<file path="src/rtl/nbdcache_tl_pkg.sv">
// rtl/nbdcache_tl_pkg.sv - TileLink grant widths, grant type encodings and type decode helpers.
package nbdcache_tl_pkg;

    localparam int DATA_W  = 128;
    localparam int BEATS   = 4;
    localparam int CXID_W  = 2;
    localparam int MXID_W  = 4;
    localparam int GTYPE_W = 4;
    localparam int BEAT_W  = $clog2(BEATS);

    localparam logic [GTYPE_W-1:0] GNT_SHARED   = 4'd0;
    localparam logic [GTYPE_W-1:0] GNT_EXCL     = 4'd1;
    localparam logic [GTYPE_W-1:0] GNT_EXCL_ACK = 4'd2;
    localparam logic [GTYPE_W-1:0] BI_GET_BEAT  = 4'd3;
    localparam logic [GTYPE_W-1:0] BI_GET_BLOCK = 4'd4;

    typedef enum logic [1:0] {
        ST_IDLE    = 2'd0,
        ST_COLLECT = 2'd1,
        ST_FINISH  = 2'd2
    } state_t;

    function automatic logic has_data(input logic builtin, input logic [GTYPE_W-1:0] g_type);
        if (builtin)
            return (g_type == BI_GET_BEAT) || (g_type == BI_GET_BLOCK);
        else
            return (g_type == GNT_SHARED) || (g_type == GNT_EXCL);
    endfunction

    function automatic logic multibeat(input logic builtin, input logic [GTYPE_W-1:0] g_type);
        return has_data(builtin, g_type) && !(builtin && (g_type == BI_GET_BEAT));
    endfunction

    function automatic logic needs_finish(input logic builtin);
        return !builtin;
    endfunction

endpackage

</file>
<file path="src/rtl/grant_refill_collector_if.sv">
// rtl/grant_refill_collector_if.sv - grant in, refill write, finish and status signals of the collector.
interface grant_refill_collector_if
    import nbdcache_tl_pkg::*;
#(
    parameter int P_DATA_W  = DATA_W,
    parameter int P_BEAT_W  = BEAT_W,
    parameter int P_CXID_W  = CXID_W,
    parameter int P_MXID_W  = MXID_W,
    parameter int P_GTYPE_W = GTYPE_W
) ();

    logic                  io_in_valid;
    logic                  io_in_ready;
    logic [P_BEAT_W-1:0]   io_in_bits_addr_beat;
    logic [P_CXID_W-1:0]   io_in_bits_client_xact_id;
    logic [P_MXID_W-1:0]   io_in_bits_manager_xact_id;
    logic                  io_in_bits_is_builtin_type;
    logic [P_GTYPE_W-1:0]  io_in_bits_g_type;
    logic [P_DATA_W-1:0]   io_in_bits_data;

    logic                  io_wb_valid;
    logic                  io_wb_ready;
    logic [P_BEAT_W-1:0]   io_wb_bits_addr_beat;
    logic [P_CXID_W-1:0]   io_wb_bits_client_xact_id;
    logic [P_DATA_W-1:0]   io_wb_bits_data;

    logic                  io_finish_valid;
    logic                  io_finish_ready;
    logic [P_MXID_W-1:0]   io_finish_bits_manager_xact_id;

    logic                  io_refill_done;
    logic [P_CXID_W-1:0]   io_refill_done_client_xact_id;
    logic                  io_beat_err;
    logic                  io_busy;

    modport slave (
        input  io_in_valid, io_in_bits_addr_beat, io_in_bits_client_xact_id,
               io_in_bits_manager_xact_id, io_in_bits_is_builtin_type,
               io_in_bits_g_type, io_in_bits_data, io_wb_ready, io_finish_ready,
        output io_in_ready, io_wb_valid, io_wb_bits_addr_beat, io_wb_bits_client_xact_id,
               io_wb_bits_data, io_finish_valid, io_finish_bits_manager_xact_id,
               io_refill_done, io_refill_done_client_xact_id, io_beat_err, io_busy
    );

    modport master (
        output io_in_valid, io_in_bits_addr_beat, io_in_bits_client_xact_id,
               io_in_bits_manager_xact_id, io_in_bits_is_builtin_type,
               io_in_bits_g_type, io_in_bits_data, io_wb_ready, io_finish_ready,
        input  io_in_ready, io_wb_valid, io_wb_bits_addr_beat, io_wb_bits_client_xact_id,
               io_wb_bits_data, io_finish_valid, io_finish_bits_manager_xact_id,
               io_refill_done, io_refill_done_client_xact_id, io_beat_err, io_busy
    );

endinterface

</file>
<file path="src/rtl/grant_refill_collector_finish_slot.sv">
// rtl/grant_refill_collector_finish_slot.sv - one-entry valid/ready register holding the GrantFinish manager id.
module grant_finish_slot #(
    parameter int ID_W = 4
) (
    input  logic            clk,
    input  logic            reset,
    input  logic            load,
    input  logic [ID_W-1:0] load_id,
    input  logic            ready,
    output logic            valid,
    output logic [ID_W-1:0] id
);

    // The collector only loads while the slot is empty, so load never races a drain.
    always_ff @(posedge clk or posedge reset) begin
        if (reset) begin
            valid <= 1'b0;
            id    <= '0;
        end else if (load) begin
            valid <= 1'b1;
            id    <= load_id;
        end else if (valid && ready) begin
            valid <= 1'b0;
        end
    end

endmodule

</file>
<file path="src/rtl/grant_refill_collector.sv">
// rtl/grant_refill_collector.sv - steers grant data beats to the refill port, pulses refill_done and issues GrantFinish.
module grant_refill_collector
    import nbdcache_tl_pkg::*;
(
    input  logic                     clk,
    input  logic                     reset,
    grant_refill_collector_if.slave  io
);

    state_t             state;
    state_t             state_nxt;
    logic [BEAT_W-1:0]  beat_cnt;
    logic [BEAT_W-1:0]  exp_beat;
    logic               hd;
    logic               mb;
    logic               nf;
    logic               fire;
    logic               last;
    logic               fin_load;
    logic               fin_valid;

    assign hd = has_data(io.io_in_bits_is_builtin_type, io.io_in_bits_g_type);
    assign mb = multibeat(io.io_in_bits_is_builtin_type, io.io_in_bits_g_type);
    assign nf = needs_finish(io.io_in_bits_is_builtin_type);

    // Dataless grants never wait on the refill port.
    assign io.io_in_ready = (state != ST_FINISH) && (!hd || io.io_wb_ready);
    assign io.io_wb_valid = io.io_in_valid && hd && (state != ST_FINISH);
    assign io.io_wb_bits_addr_beat      = io.io_in_bits_addr_beat;
    assign io.io_wb_bits_client_xact_id = io.io_in_bits_client_xact_id;
    assign io.io_wb_bits_data           = io.io_in_bits_data;

    assign fire     = io.io_in_valid && io.io_in_ready;
    assign last     = !mb || (beat_cnt == BEAT_W'(BEATS - 1));
    assign exp_beat = mb ? beat_cnt : '0;
    assign fin_load = fire && last && nf;

    assign io.io_finish_valid = fin_valid;
    assign io.io_busy         = (state != ST_IDLE) || (beat_cnt != '0);

    grant_finish_slot #(.ID_W(MXID_W)) u_finish_slot (
        .clk     (clk),
        .reset   (reset),
        .load    (fin_load),
        .load_id (io.io_in_bits_manager_xact_id),
        .ready   (io.io_finish_ready),
        .valid   (fin_valid),
        .id      (io.io_finish_bits_manager_xact_id)
    );

    always_comb begin
        state_nxt = state;
        case (state)
            ST_IDLE, ST_COLLECT: begin
                if (fire) begin
                    if (!last)
                        state_nxt = ST_COLLECT;
                    else if (nf)
                        state_nxt = ST_FINISH;
                    else
                        state_nxt = ST_IDLE;
                end
            end
            ST_FINISH: begin
                if (fin_valid && io.io_finish_ready)
                    state_nxt = ST_IDLE;
            end
            default: state_nxt = ST_IDLE;
        endcase
    end

    always_ff @(posedge clk or posedge reset) begin
        if (reset) begin
            state                            <= ST_IDLE;
            beat_cnt                         <= '0;
            io.io_refill_done                <= 1'b0;
            io.io_refill_done_client_xact_id <= '0;
            io.io_beat_err                   <= 1'b0;
        end else begin
            state             <= state_nxt;
            io.io_refill_done <= fire && last;
            if (fire && last)
                io.io_refill_done_client_xact_id <= io.io_in_bits_client_xact_id;
            if (fire && hd && mb)
                beat_cnt <= (beat_cnt == BEAT_W'(BEATS - 1)) ? '0 : beat_cnt + 1'b1;
            if (fire && hd && (io.io_in_bits_addr_beat != exp_beat))
                io.io_beat_err <= 1'b1;
        end
    end

endmodule

</file>
<file path="src/flat_wrapper.sv">
// flat-port wrapper written by rule: the top's interface ports become plain ports
module grant_refill_collector_flat import nbdcache_tl_pkg::*;
  (clk, reset, io_io_in_valid, io_io_in_bits_addr_beat, io_io_in_bits_client_xact_id, io_io_in_bits_manager_xact_id, io_io_in_bits_is_builtin_type, io_io_in_bits_g_type, io_io_in_bits_data, io_io_wb_ready, io_io_finish_ready, io_io_in_ready, io_io_wb_valid, io_io_wb_bits_addr_beat, io_io_wb_bits_client_xact_id, io_io_wb_bits_data, io_io_finish_valid, io_io_finish_bits_manager_xact_id, io_io_refill_done, io_io_refill_done_client_xact_id, io_io_beat_err, io_io_busy);
  grant_refill_collector_if io_i ();
  input  logic clk;
  input  logic reset;
  input wire logic [$bits(io_i.io_in_valid)-1:0] io_io_in_valid;
  input wire logic [$bits(io_i.io_in_bits_addr_beat)-1:0] io_io_in_bits_addr_beat;
  input wire logic [$bits(io_i.io_in_bits_client_xact_id)-1:0] io_io_in_bits_client_xact_id;
  input wire logic [$bits(io_i.io_in_bits_manager_xact_id)-1:0] io_io_in_bits_manager_xact_id;
  input wire logic [$bits(io_i.io_in_bits_is_builtin_type)-1:0] io_io_in_bits_is_builtin_type;
  input wire logic [$bits(io_i.io_in_bits_g_type)-1:0] io_io_in_bits_g_type;
  input wire logic [$bits(io_i.io_in_bits_data)-1:0] io_io_in_bits_data;
  input wire logic [$bits(io_i.io_wb_ready)-1:0] io_io_wb_ready;
  input wire logic [$bits(io_i.io_finish_ready)-1:0] io_io_finish_ready;
  output wire logic [$bits(io_i.io_in_ready)-1:0] io_io_in_ready;
  output wire logic [$bits(io_i.io_wb_valid)-1:0] io_io_wb_valid;
  output wire logic [$bits(io_i.io_wb_bits_addr_beat)-1:0] io_io_wb_bits_addr_beat;
  output wire logic [$bits(io_i.io_wb_bits_client_xact_id)-1:0] io_io_wb_bits_client_xact_id;
  output wire logic [$bits(io_i.io_wb_bits_data)-1:0] io_io_wb_bits_data;
  output wire logic [$bits(io_i.io_finish_valid)-1:0] io_io_finish_valid;
  output wire logic [$bits(io_i.io_finish_bits_manager_xact_id)-1:0] io_io_finish_bits_manager_xact_id;
  output wire logic [$bits(io_i.io_refill_done)-1:0] io_io_refill_done;
  output wire logic [$bits(io_i.io_refill_done_client_xact_id)-1:0] io_io_refill_done_client_xact_id;
  output wire logic [$bits(io_i.io_beat_err)-1:0] io_io_beat_err;
  output wire logic [$bits(io_i.io_busy)-1:0] io_io_busy;
  assign io_i.io_in_valid = io_io_in_valid;
  assign io_i.io_in_bits_addr_beat = io_io_in_bits_addr_beat;
  assign io_i.io_in_bits_client_xact_id = io_io_in_bits_client_xact_id;
  assign io_i.io_in_bits_manager_xact_id = io_io_in_bits_manager_xact_id;
  assign io_i.io_in_bits_is_builtin_type = io_io_in_bits_is_builtin_type;
  assign io_i.io_in_bits_g_type = io_io_in_bits_g_type;
  assign io_i.io_in_bits_data = io_io_in_bits_data;
  assign io_i.io_wb_ready = io_io_wb_ready;
  assign io_i.io_finish_ready = io_io_finish_ready;
  assign io_io_in_ready = io_i.io_in_ready;
  assign io_io_wb_valid = io_i.io_wb_valid;
  assign io_io_wb_bits_addr_beat = io_i.io_wb_bits_addr_beat;
  assign io_io_wb_bits_client_xact_id = io_i.io_wb_bits_client_xact_id;
  assign io_io_wb_bits_data = io_i.io_wb_bits_data;
  assign io_io_finish_valid = io_i.io_finish_valid;
  assign io_io_finish_bits_manager_xact_id = io_i.io_finish_bits_manager_xact_id;
  assign io_io_refill_done = io_i.io_refill_done;
  assign io_io_refill_done_client_xact_id = io_i.io_refill_done_client_xact_id;
  assign io_io_beat_err = io_i.io_beat_err;
  assign io_io_busy = io_i.io_busy;
  grant_refill_collector u_core (.clk(clk), .reset(reset), .io(io_i));
endmodule
</file>
<file path="config.mk">
export PLATFORM = sky130hd
export DESIGN_NAME = grant_refill_collector_flat
export DESIGN_NICKNAME = d
export VERILOG_FILES = /design/src/rtl/nbdcache_tl_pkg.sv /design/src/rtl/grant_refill_collector_if.sv /design/src/rtl/grant_refill_collector_finish_slot.sv /design/src/rtl/grant_refill_collector.sv /design/src/flat_wrapper.sv
export SDC_FILE = /design/constraint.sdc
export NUM_CORES = 1
export LEC_CHECK = 0
export ABC_AREA = 1
export BUFFER_PORTS_ARGS = -buffer_cell sky130_fd_sc_hd__buf_2
export CAP_MARGIN = 20
export CORE_AREA = 2 2 114 116
export CTS_BUF_LIST = sky130_fd_sc_hd__clkbuf_2 sky130_fd_sc_hd__clkbuf_4 sky130_fd_sc_hd__clkbuf_8
export CTS_CLUSTER_DIAMETER = 60
export CTS_CLUSTER_SIZE = 24
export DETAILED_ROUTE_END_ITERATION = 7
export DIE_AREA = 0 0 116 118
export SETUP_SLACK_MARGIN = 0.5
export SYNTH_ARGS = -nofsm -noshare
export SYNTH_HDL_FRONTEND = slang
export SYNTH_SLANG_ARGS = --single-unit
</file>
<file path="constraint.sdc">
create_clock -name clk -period 3 [get_ports clk]
set_input_delay 0 -clock clk [delete_from_list [all_inputs] [get_ports clk]]
set_output_delay 0 -clock clk [all_outputs]
set_load 0.01 [all_outputs]
</file>
==> metrics.cfg <==
[pwr]
clkPwrFrac=0.212
p_switching_uw=301
internal-power_uw=461
sw_frac_of_total=0.395
power_frac_seq=0.393
ir_drop_uv=226
p_leak_uw=0.000573
p_per_area_nw_per_um2=632
combPwrFrac=0.396

[floorplanning]
die_area_sq_um=13700
die_x_microns=116
core_area_sq_um=12400
dieHeight_microns=118
io_pins=290
rows=41
initial_utilization=0.141

[global_routing]
overflow=0
grt_util_all_layers=0.0568
grt_pass1_wl_microns=5660
antenna_found_initial=0
grt_max_degree=14
grt_pass1_vias=982

[detailed_routing]
firstDrtPassIters=4
vias_per_cell=2.98
ant_nets=0
num_vias=917
detail_route.iter0.violations=26
drcViolationCount=0
routed_wl_microns=3960
wl_per_cell_microns=12.9

[logic_synthesis]
synth_edf_count=0
yosys-top-cells-area=buf_4 57%, dfrtp_1 19%, nand2_1 6.4%
postSynthCellCount=229
synth_flop_cell=dfrtp_1
ys_warn_count=0
synth_cell_type_count=19
synth_area_sq_um=1750
syn-num-nets=377
synthArstFlopShare=1.00
synth.most_common_cell=buf_4
ys_ff_latch=13
yosys.area.top_type=buf_4
seq_area_frac_synth=0.186
netlist.area_leader.share=0.567
syn_avg_cell_area_sq_um=7.63
synth.top_cells.by_count=132 x buf_4, 30 x nand2_1, 14 x inv_1, 13 x dfrtp_1, 11 x nor2_1

[worst_hold_path]
min_from=io_io_in_bits_data[70]
holdPathStages=0
min_path_type=in -> out
worstHoldEndpoint=io_io_wb_bits_data[70]

[final_layout]
drive_gt1_frac=0.375
syn_to_final_growth_pct=-31.0
num_antenna_cells=0
finalNetCount=285

[worst_setup_path]
cpLargestDelayFamily=flip-flops
r2r-end=u_core.io.io_refill_done_client_xact_id[1]
cp.required_ps=3120
cp_max_fo=9
reg2reg_slack_ps=1780
crit_path_cell_trace=inv_1, o21ai_2, a21oi_4, nand2_2, nand2_1, nand2_1
cp_common_cell=nand2_1
startpoint=u_core.state[1]
crit_buf_inv=1
critical-path-slowest-cell=dfrtp_1
reg2reg_from=u_core.state[1]
critPathMaxStageDelay_ps=400
arrival_ps=1340
worstSetupPathType=reg -> reg
reg2reg_depth=6
endpoint_kind=flop
cp-start-kind=flop

[placement]
port_buffers=33
dp_hpwl_microns=3380
post-place-ws_ps=1790
gp_routability_congestion=0.647

[timing]
maxSlewHeadroom=0.649
setup_ws_ps=1780
max_freq_mhz=822
timing.final.setup_violations=0
hold_viol=0
fin_tns_setup_ps=0
fin_crit_ps=1220
drv_slew=0
rsz0062_at_grt=false
fin_skew_ps=7.92
fin_crit_sh=0.405
worst_slew_pin_slew_ps=525

[cts]
h-tree-depth=1
clock_path_buffers=2
cts_root_buffer=clkbuf_8
cts_sinks=13
cts_resized=0
clkTransAtPathRegs_ps=60
cts_made_buffers=3
cts_tree=done
clk_latency_ps=240

[flow_run]
drv_cap=0

[status]
outcome=finished, final reports clean

## power groups by stage
stage | Clock, uW | Sequential, uW | Combinational, uW
after global routing | 175 | 310 | 352
final | 161 | 299 | 301
after global placement | 0 | 302 | 303
after CTS | 167 | 301 | 313
after floorplan | 0 | 310 | 340
after detailed placement | 0 | 301 | 311
## through the flow
step           instance area (sq um)  hold WS [ps]    util  power (uW)  std cells
2_1_floorplan                   1750          -123       -         650        229
3_3_place_gp                    1140        0.0686  0.0915         605        302
3_5_place_dp                    1140        0.0686  0.0915         612        302
4_1_cts                         1200        0.0686  0.0971         781        308
5_1_grt                         1200        0.0150  0.0971         837        308
6_report                        1200       0.00392  0.0971         762        308
## layout by cell type (no fill, tap or decap)
cell	synthesis	routed
buf_2	0	33
nand2_1	30	30
inv_1	14	14
dfrtp_1	13	13
nor2_1	11	11
nand3_1	5	5
nand2_2	4	4
nand4_1	4	4
clkbuf_8	0	3
inv_2	2	2
nor2_2	2	2
o21ai_2	2	2
o21ai_1	2	2
ha_1	2	2
dlygate4sd3_1	0	2
nand3_4	1	1
a21oi_4	1	1
nand2_4	1	1
nand4_4	1	1
a21oi_1	1	1
o21ai_0	1	1
clkbuf_4	0	1
## sequential cells by signal, indices dropped and copies added (netlist names)
signal	flops
u_core.u_finish_slot.id	4
u_core.beat_cnt	2
u_core.io.io_refill_done_client_xact_id	2
u_core.state	2
u_core.io.io_beat_err	1
u_core.io.io_refill_done	1
u_core.u_finish_slot.valid	1
## worst max-delay path by stage
stage,endpoint,cells past startpoint,slack (ps)
2_1_floorplan,u_core.u_finish_slot.valid,5,1910
3_3_place_gp,u_core.io.io_refill_done_client_xact_id[1],6,1840
3_5_place_dp,u_core.io.io_refill_done_client_xact_id[0],6,1790
4_1_cts,u_core.io.io_refill_done_client_xact_id[0],6,1770
5_1_grt,u_core.io.io_refill_done_client_xact_id[0],6,1630
6_report,u_core.io.io_refill_done_client_xact_id[1],6,1780
## layer usage
metal  vias to the layer above  GRT usage  routed length, microns  part of all wire
met2                        67     0.0775                    1610              0.41
met3                        66     0.0165                     434              0.11
met5                         -          0                       0                 0
met1                       404     0.0579                    1390              0.35
met4                         0     0.0811                     527              0.13
li1                        380          -                       -                 -
## timing repair
| item | in CTS | in global routing |
|---|---|---|
| hold buffers | 2 | 0 |
| endpoints found under the hold margin | 14 | 0 |
| setup buffers | 0 | 0 |
## kinds of logic after synthesis
group	synth area share
AO/OA/AOI/OAI	0.0308
adder cells (fa/ha/maj)	0.0143
flip-flops	0.186
AND/OR/NAND/NOR	0.167
buffers and inverters	0.602
## final cells by class
cell class / instances / area (sq um)
Clock buffer: 4 / 48.8
Fill cell: 1481 / 11200
Inverter: 16 / 60.1
Multi-Input combinational cell: 68 / 370
Sequential cell: 13 / 325
Tap cell: 172 / 215
Timing Repair Buffer: 35 / 185
Power figures use the tool's default switching activity.
